### src/rtl/qpll_reset_ctrl.sv
// Power-up, reset and lock supervisor for one GTXE2_COMMON QPLL quad.
// Optional lock filter stage enabled by defining QPLL_LOCK_FILTER_EN.
module qpll_reset_ctrl #(
    parameter int PD_CYCLES          = 16,
    parameter int RESET_CYCLES       = 16,
    parameter int LOCK_TIMEOUT       = 65535,
    parameter int MAX_RETRIES        = 3,
    parameter int LOCK_STABLE_CYCLES = 256
) (
    input  logic       clk,
    input  logic       rst,
    input  logic       enable_i,
    input  logic       qpll_lock_i,
    input  logic       qpll_refclklost_i,
    output logic       qpll_pd_o,
    output logic       qpll_reset_o,
    output logic       qpll_ready_o,
    output logic       fail_o,
    output logic [7:0] retry_cnt_o,
    output logic [2:0] state_o
);

    typedef enum logic [2:0] {
        S_IDLE      = 3'd0,
        S_PD        = 3'd1,
        S_RESET     = 3'd2,
        S_WAIT_LOCK = 3'd3,
        S_LOCKED    = 3'd4,
        S_FAIL      = 3'd5
`ifdef QPLL_LOCK_FILTER_EN
        , S_LOCK_FILT = 3'd6
`endif
    } state_e;

    localparam int PH_MAX = (PD_CYCLES > RESET_CYCLES) ? PD_CYCLES : RESET_CYCLES;
    localparam int PH_W   = $clog2(PH_MAX + 1);
    localparam int TMO_W  = $clog2(LOCK_TIMEOUT + 1);

    localparam logic [PH_W-1:0]  PD_LAST   = PH_W'(PD_CYCLES - 1);
    localparam logic [PH_W-1:0]  RST_LAST  = PH_W'(RESET_CYCLES - 1);
    localparam logic [PH_W-1:0]  PH_SAT    = PH_W'(PH_MAX);
    localparam logic [TMO_W-1:0] TMO_LAST  = TMO_W'(LOCK_TIMEOUT - 1);
    localparam logic [TMO_W-1:0] TMO_SAT   = TMO_W'(LOCK_TIMEOUT);
    localparam logic [7:0]       RETRY_MAX = 8'(MAX_RETRIES);

    if (PD_CYCLES < 1 || RESET_CYCLES < 1 || LOCK_TIMEOUT < 1 ||
        MAX_RETRIES < 0 || MAX_RETRIES > 255 || LOCK_STABLE_CYCLES < 1) begin : g_param_check
        $error("qpll_reset_ctrl: parameter out of range");
    end

    state_e           state_q, state_d;
    logic [PH_W-1:0]  ph_q, ph_d;
    logic [TMO_W-1:0] tmo_q, tmo_d;
    logic [7:0]       retry_q, retry_d;
    logic             pd_q, qrst_q, ready_q, fail_q;
    logic             lock_meta_q, lock_s_q, lost_meta_q, lost_s_q;
    logic             good, timeout_hit;

`ifdef QPLL_LOCK_FILTER_EN
    localparam int FILT_W = $clog2(LOCK_STABLE_CYCLES + 1);
    localparam logic [FILT_W-1:0] FILT_LAST = FILT_W'(LOCK_STABLE_CYCLES - 1);
    localparam logic [FILT_W-1:0] FILT_SAT  = FILT_W'(LOCK_STABLE_CYCLES);
    logic [FILT_W-1:0] filt_q, filt_d;
`endif

    assign good = lock_s_q & ~lost_s_q;

    always_comb begin
        state_d     = state_q;
        ph_d        = ph_q;
        tmo_d       = tmo_q;
        retry_d     = retry_q;
        timeout_hit = 1'b0;
`ifdef QPLL_LOCK_FILTER_EN
        filt_d      = filt_q;
`endif
        case (state_q)
            S_IDLE: state_d = S_PD;
            S_PD: begin
                ph_d = (ph_q == PH_SAT) ? ph_q : ph_q + PH_W'(1);
                if (ph_q == PD_LAST) state_d = S_RESET;
            end
            S_RESET: begin
                ph_d = (ph_q == PH_SAT) ? ph_q : ph_q + PH_W'(1);
                if (ph_q == RST_LAST) state_d = S_WAIT_LOCK;
            end
            S_WAIT_LOCK: begin
                tmo_d = (tmo_q == TMO_SAT) ? tmo_q : tmo_q + TMO_W'(1);
`ifdef QPLL_LOCK_FILTER_EN
                if (good) state_d = S_LOCK_FILT;
`else
                if (good) state_d = S_LOCKED;
`endif
                else if (tmo_q == TMO_LAST) timeout_hit = 1'b1;
            end
`ifdef QPLL_LOCK_FILTER_EN
            S_LOCK_FILT: begin
                tmo_d  = (tmo_q == TMO_SAT) ? tmo_q : tmo_q + TMO_W'(1);
                filt_d = (filt_q == FILT_SAT) ? filt_q : filt_q + FILT_W'(1);
                if (good && filt_q == FILT_LAST) state_d = S_LOCKED;
                else if (tmo_q == TMO_LAST)      timeout_hit = 1'b1;
                else if (!good)                  state_d = S_WAIT_LOCK;
            end
`endif
            S_LOCKED: begin
                if (!good) begin
                    state_d = S_RESET;
                    retry_d = 8'd0;
                end
            end
            S_FAIL:  state_d = S_FAIL;
            default: state_d = S_IDLE;
        endcase

        if (timeout_hit) begin
            if (retry_q == RETRY_MAX) begin
                state_d = S_FAIL;
            end else begin
                retry_d = retry_q + 8'd1;
                state_d = S_RESET;
            end
        end

        // Every state entry restarts its counters; the timeout spans WAIT_LOCK and LOCK_FILT.
        if (state_d != state_q) begin
            ph_d = '0;
`ifdef QPLL_LOCK_FILTER_EN
            filt_d = '0;
            if (!((state_q == S_WAIT_LOCK || state_q == S_LOCK_FILT) &&
                  (state_d == S_WAIT_LOCK || state_d == S_LOCK_FILT))) tmo_d = '0;
`else
            tmo_d = '0;
`endif
        end

        if (!enable_i) begin
            state_d = S_IDLE;
            retry_d = 8'd0;
            ph_d    = '0;
            tmo_d   = '0;
`ifdef QPLL_LOCK_FILTER_EN
            filt_d  = '0;
`endif
        end
    end

    always_ff @(posedge clk) begin
        if (rst) begin
            state_q     <= S_IDLE;
            ph_q        <= '0;
            tmo_q       <= '0;
            retry_q     <= 8'd0;
            pd_q        <= 1'b1;
            qrst_q      <= 1'b1;
            ready_q     <= 1'b0;
            fail_q      <= 1'b0;
            lock_meta_q <= 1'b0;
            lock_s_q    <= 1'b0;
            lost_meta_q <= 1'b0;
            lost_s_q    <= 1'b0;
`ifdef QPLL_LOCK_FILTER_EN
            filt_q      <= '0;
`endif
        end else begin
            state_q     <= state_d;
            ph_q        <= ph_d;
            tmo_q       <= tmo_d;
            retry_q     <= retry_d;
            pd_q        <= (state_d == S_IDLE) || (state_d == S_PD) || (state_d == S_FAIL);
            qrst_q      <= (state_d == S_IDLE) || (state_d == S_PD) ||
                           (state_d == S_RESET) || (state_d == S_FAIL);
            ready_q     <= (state_d == S_LOCKED);
            fail_q      <= (state_d == S_FAIL);
            lock_meta_q <= qpll_lock_i;
            lock_s_q    <= lock_meta_q;
            lost_meta_q <= qpll_refclklost_i;
            lost_s_q    <= lost_meta_q;
`ifdef QPLL_LOCK_FILTER_EN
            filt_q      <= filt_d;
`endif
        end
    end

    assign qpll_pd_o    = pd_q;
    assign qpll_reset_o = qrst_q;
    assign qpll_ready_o = ready_q;
    assign fail_o       = fail_q;
    assign retry_cnt_o  = retry_q;
    assign state_o      = state_q;

endmodule

### config.mk
export PLATFORM = sky130hd
export DESIGN_NAME = qpll_reset_ctrl
export DESIGN_NICKNAME = d
export VERILOG_FILES = /design/src/rtl/qpll_reset_ctrl.sv
export SDC_FILE = /design/constraint.sdc
export NUM_CORES = 1
export LEC_CHECK = 0
export ABC_AREA = 1
export CAP_MARGIN = 10
export CORE_MARGIN = 5
export CORE_UTILIZATION = 57
export DETAILED_ROUTE_END_ITERATION = 8
export DONT_BUFFER_PORTS = 1
export HOLD_SLACK_MARGIN = 0.03
export PLACE_DENSITY = 0.86
export SETUP_SLACK_MARGIN = 0.2
export SLEW_MARGIN = 15
export SYNTH_ARGS = -nofsm -noshare
export SYNTH_HDL_FRONTEND = slang
export SYNTH_SLANG_ARGS = --single-unit
### constraint.sdc
create_clock -name clk -period 1.5 [get_ports clk]
set_input_delay 0.375 -clock clk [delete_from_list [all_inputs] [get_ports clk]]
set_output_delay 0.375 -clock clk [all_outputs]
set_load 0.05 [all_outputs]
Word level (Yosys, flattened, before mapping)
Index checks and enable logic that the tools add are counted.
Widths: inputs -> output; s select.
- input port bits: 5
- register bits: 40
- output and inout port bits: 15
- equal/unequal tests: 15
- add/sub/neg operators: 3
- reduce and logical (&&, ||, !) cells: 11
- bitwise operators: 5
- multiplexer cells: 15
- operators by type and width (cell ; number):
    $eq 16x16->1 const B ; 2
    $mux 8 ; 4
    $mux 3 ; 7
    $pmux 3 s6 ; 1
    $add 16x1->16 const B ; 1
    $eq 3x3->1 const B ; 4
    $eq 3x2->1 const B ; 3
    $add 8x1->8 const B ; 1
    $eq 8x2->1 const B ; 1
    $eq 3x1->1 const B ; 2
    $logic_not 3->1 ; 2
    $add 5x1->5 const B ; 1
    $eq 5x4->1 const B ; 1
    $eq 5x5->1 const B ; 1
    $logic_or 1x1->1 ; 4
    $not 1->1 ; 4
    $reduce_and 2->1 ; 2
    $reduce_or 2->1 ; 2
    $mux 1 ; 3
    $ne 3x3->1 ; 1
    $reduce_or 3->1 ; 1
    $and 1x1->1 ; 1

Longest topological paths before layout
- word-level depth: 10
- depth in mapped cells: 13

Worst setup path before layout
OpenSTA, ideal clock, no wires.
- kind: register -> register
- start point: register state_q[2] (netlist: state_o[2])
- end point: register ph_q[1]
- arrival: 1864 ps
- library setup time: 112 ps
- clock period less this slack: 1976 ps
- slack: -476 ps
- buffers on the path: 0
- stages on the path, launching flop included: 8
- path through: dfxtp_1 inv_1 nand2_4 nor2_1 o21ai_1 mux2_2 inv_1 nor2_2
- word-level cells in the longest chain between the ends: 5
- elaborated cells between the ends (all ways): 17
- classes of those cells: eq/ne (6); mux (7); reduce/logical (4)
- RTL lines (element ; RTL line ; text):
    start: declaration ; 51 ; state_e state_q, state_d;
    start signal: assignment ; 165 ; state_q <= state_d;
    $eq 3x3->1, or another cell as far along ; 77 ; case (state_q)
    $pmux 3 s6 / $mux 1 (equally long branches) ; 77 ;
    $mux 3 ; 115 ; if (timeout_hit) begin
    $ne 3x3->1 ; 125 ; if (state_d != state_q) begin
    $reduce_or 3->1 (no line) ; n/a ;
    end signal: assignment ; 166 ; ph_q <= ph_d;
    end: declaration ; 52 ; logic [PH_W-1:0] ph_q, ph_d;
Parallel ways exist; a longest one is shown, timed or not.
A chain may end at the register's enable or synchronous reset.

Worst setup path in the final report
- start point: register tmo_q[0]
- end point: register tmo_q[11]
- word-level cells in the longest chain between the ends: 7
- elaborated cells between the ends (all ways): 11
- classes of those cells: add/sub (1); eq/ne (3); mux (4); bitwise (1); reduce/logical (2)
- RTL lines (element ; RTL line ; text):
    start: declaration ; 53 ; logic [TMO_W-1:0] tmo_q, tmo_d;
    start signal: assignment ; 167 ; tmo_q <= tmo_d;
    $eq 16x16->1 ; 94 ; else if (tmo_q == TMO_LAST) timeout_hit = 1'b1;
    $mux 1 ; 94 ;
    $mux 1 ; 92 ; if (good) state_d = S_LOCKED;
    $mux 1 ; 77 ;
    $mux 3 ; 115 ;
    $ne 3x3->1 ; 125 ;
    $reduce_or 3->1 (no line) ; n/a ;
Parallel ways exist; a longest one is shown, timed or not.

==> metrics <==
DRT Pass-1 Iters 6; I/O Pins 20; Clk pin slew, worst setup/hold paths 0.09 ns; HP Class primary input to flip-flop; Post-Syn Instances 330; layout filler cell count 140; logic depth of the worst register-to-register path 12; synthesized area per cell 7.01 um2; Startpoint Class flip-flop; number of global-route vias before repair 2623; Clock Skews 0.0169 ns; Final Setup Violations 36; nets 427; most frequent cells after synthesis 64 x inv_1, 59 x nand2_1, 40 x dfxtp_1, 31 x nor2_1, 29 x nand3_1; synth top area cells dfxtp_1 35%, inv_1 10%, nand2_1 9.6%; top-count cell post-synth inv_1; Seq cells post-synth 40; VDD IR-drop max 0.000626 V; status finished with violations; Final period util 133%; Area after DPL 0.00288 mm2; antenna violations before repair 0; ys flop type dfxtp_1; share of cells above drive strength 1 51.8%; cell row count 23; count of maximum capacitance violations 0; Core Region 0.00397 mm2; final hold slack 0.101 ns; Layout area overhead 55.5%; dpl hpwl 4.06 mm; Starting Density 58.3%; # port buffers 0; Die ar. 0.00543 mm2; failing checks setup timing; Yosys top cell area share 34.6%; Slew @ Worst Pin 0.367 ns; Routed Wire Length 11.0 mm; total global routing track utilization 30.4%; WHS Path Cells 1; final hold viol count 0; Max-slew headroom 75.4%; TritonCTS Buffers 5; setup ws final -0.500 ns; PwrDens 573 mW/mm2; Slew Limit Fails 0; Worst Path Arrival 2.27 ns; Setup CP Type flip-flop to flip-flop; via-per-instance ratio 6.45; post-synthesis sequential area ratio 34.6%; post-route ant nets 0; largest net degree at the start of global routing 22; Syn Nets 341; H-tree levels 2; RePlAce Congestion 0.898; RSZ-0062 raised after global routing yes; Die Wd 73.7 um; Final Critical Period 2.00 ns; vias 3014; YS warnings 0; worst skew pair latency 0.33 ns; Iteration-0 DRC Markers 587; diode count 0; drc violations 0; post-synth cell types 32; largest area contributor in the netlist dfxtp_1; endpoint type of the worst setup path flip-flop; clock buffer depth 2; leakage power 1.45 nW; wire per inst 23.5 um; EDFF count, synth 0; final instance area 0.00360 mm2; Finished Core Util 90.6%; async set or reset register ratio after synthesis 0%; Die H 73.7 um; Peak Freq 500 MHz; Post-CTS Hold Buffers 0; Mapped Area 0.00231 mm2; TritonCTS clock tree done; grt ovf 0; CTS root buf clkbuf_8; CTS sink count 40; first-pass GRT wire length 12.4 mm; Crit path required time 1.77 ns; Setup TNS Final -12.13 ns; Max FO, Critical Path 7
## path summary, 6_finish.rpt
kind,startpoint,endpoint,slack [ns]
max,tmo_q[0]$_SDFFE_PP0P_,tmo_q[11]$_SDFFE_PP0P_,-0.50
min,rst,lock_s_q$_SDFF_PP0_,0.10
max reg2reg,tmo_q[0]$_SDFFE_PP0P_,tmo_q[11]$_SDFFE_PP0P_,-0.50
min reg2reg,lock_meta_q$_SDFF_PP0_,lock_s_q$_SDFF_PP0_,0.46
## kinds of logic after synthesis
family / synth area share [%]
xor+xnor: 7.57
fa+ha+maj: 3.24
mux: 0.487
flops: 34.6
buf+inv: 12.7
compound gates: 6.38
simple gates: 35.0
## report_power, final
| group | total, mW | switching [mW] | internal [mW] |
|---|---|---|---|
| Clock | 0.854 | 0.481 | 0.374 |
| Combinational | 0.137 | 0.0847 | 0.0519 |
| Sequential | 1.07 | 0.0126 | 1.06 |
| Total | 2.06 | 0.578 | 1.48 |
## repair_timing
| item | in CTS | in global routing |
|---|---|---|
| buffers inserted | 5 | 16 |
| endpoints found under the setup margin | 42 | 40 |
| gates cloned | 0 | 3 |
| resized for setup | 51 | 64 |
| pin swaps | 8 | 13 |
## routing by layer
metal  GRT usage (%)  wire, um  vias to the layer above
met1            31.5      3560                     1359
met4            18.7      1100                        0
li1                -         -                     1188
met3            8.07      1320                      143
met5               0         0                        -
met2            53.9      5010                      324
## flip-flops by register name, summed over array words and instances, names as in the netlist
name          count
tmo_q            16
retry_cnt_o       8
ph_q              5
state_o           3
fail_o            1
lock_meta_q       1
lock_s_q          1
lost_meta_q       1
lost_s_q          1
qpll_pd_o         1
qpll_ready_o      1
qpll_reset_o      1
## layout make-up
cell class,count,area [um2],share of cell area (%)
Multi-Input combinational cell,219,1560,43.3
Sequential cell,40,843,23.4
Timing Repair Buffer,84,766,21.3
Inverter,66,270,7.51
Clock buffer,6,82.6,2.30
Tap cell,50,62.6,1.74
Clock inverter,2,15.0,0.417
## worst max-delay path, cell delays in order, from the launching register on
cell	delay [ns]
dfxtp_4	0.37
buf_4	0.12
ha_4	0.15
nand3_4	0.09
inv_4	0.09
nand2_4	0.07
o21ai_4	0.24
clkinv_4	0.10
buf_6	0.15
buf_4	0.14
o21ai_1	0.21
inv_1	0.09
nor2_2	0.11
## cell usage in the layout (no fill, tap or decap), types with 4 or more instances in the layout
cell type and count:
a21oi_1 8, buf_4 62, buf_6 16, clkbuf_8 6, dfxtp_1 20, dfxtp_2 13
dfxtp_4 7, ha_4 4, inv_1 51, inv_2 9, nand2_1 43, nand2_2 16
nand2_4 5, nand3_1 22, nand3_2 5, nand3_4 4, nand4_1 5, nor2_1 21
nor2_2 21, nor2_4 14, nor3_1 5, o21ai_2 5, xor2_1 17
## through the flow
step                      instances  total power, mW  setup slack, ns
after floorplan                 330             1.15          -0.0474
after global placement          435             1.17           -0.122
after detailed placement        435             1.18           -0.206
after CTS                       448             1.95           -0.205
after global routing            467             2.08           -0.594
final                           467             2.06           -0.500
Note: power is estimated with default switching activity, not from simulation.
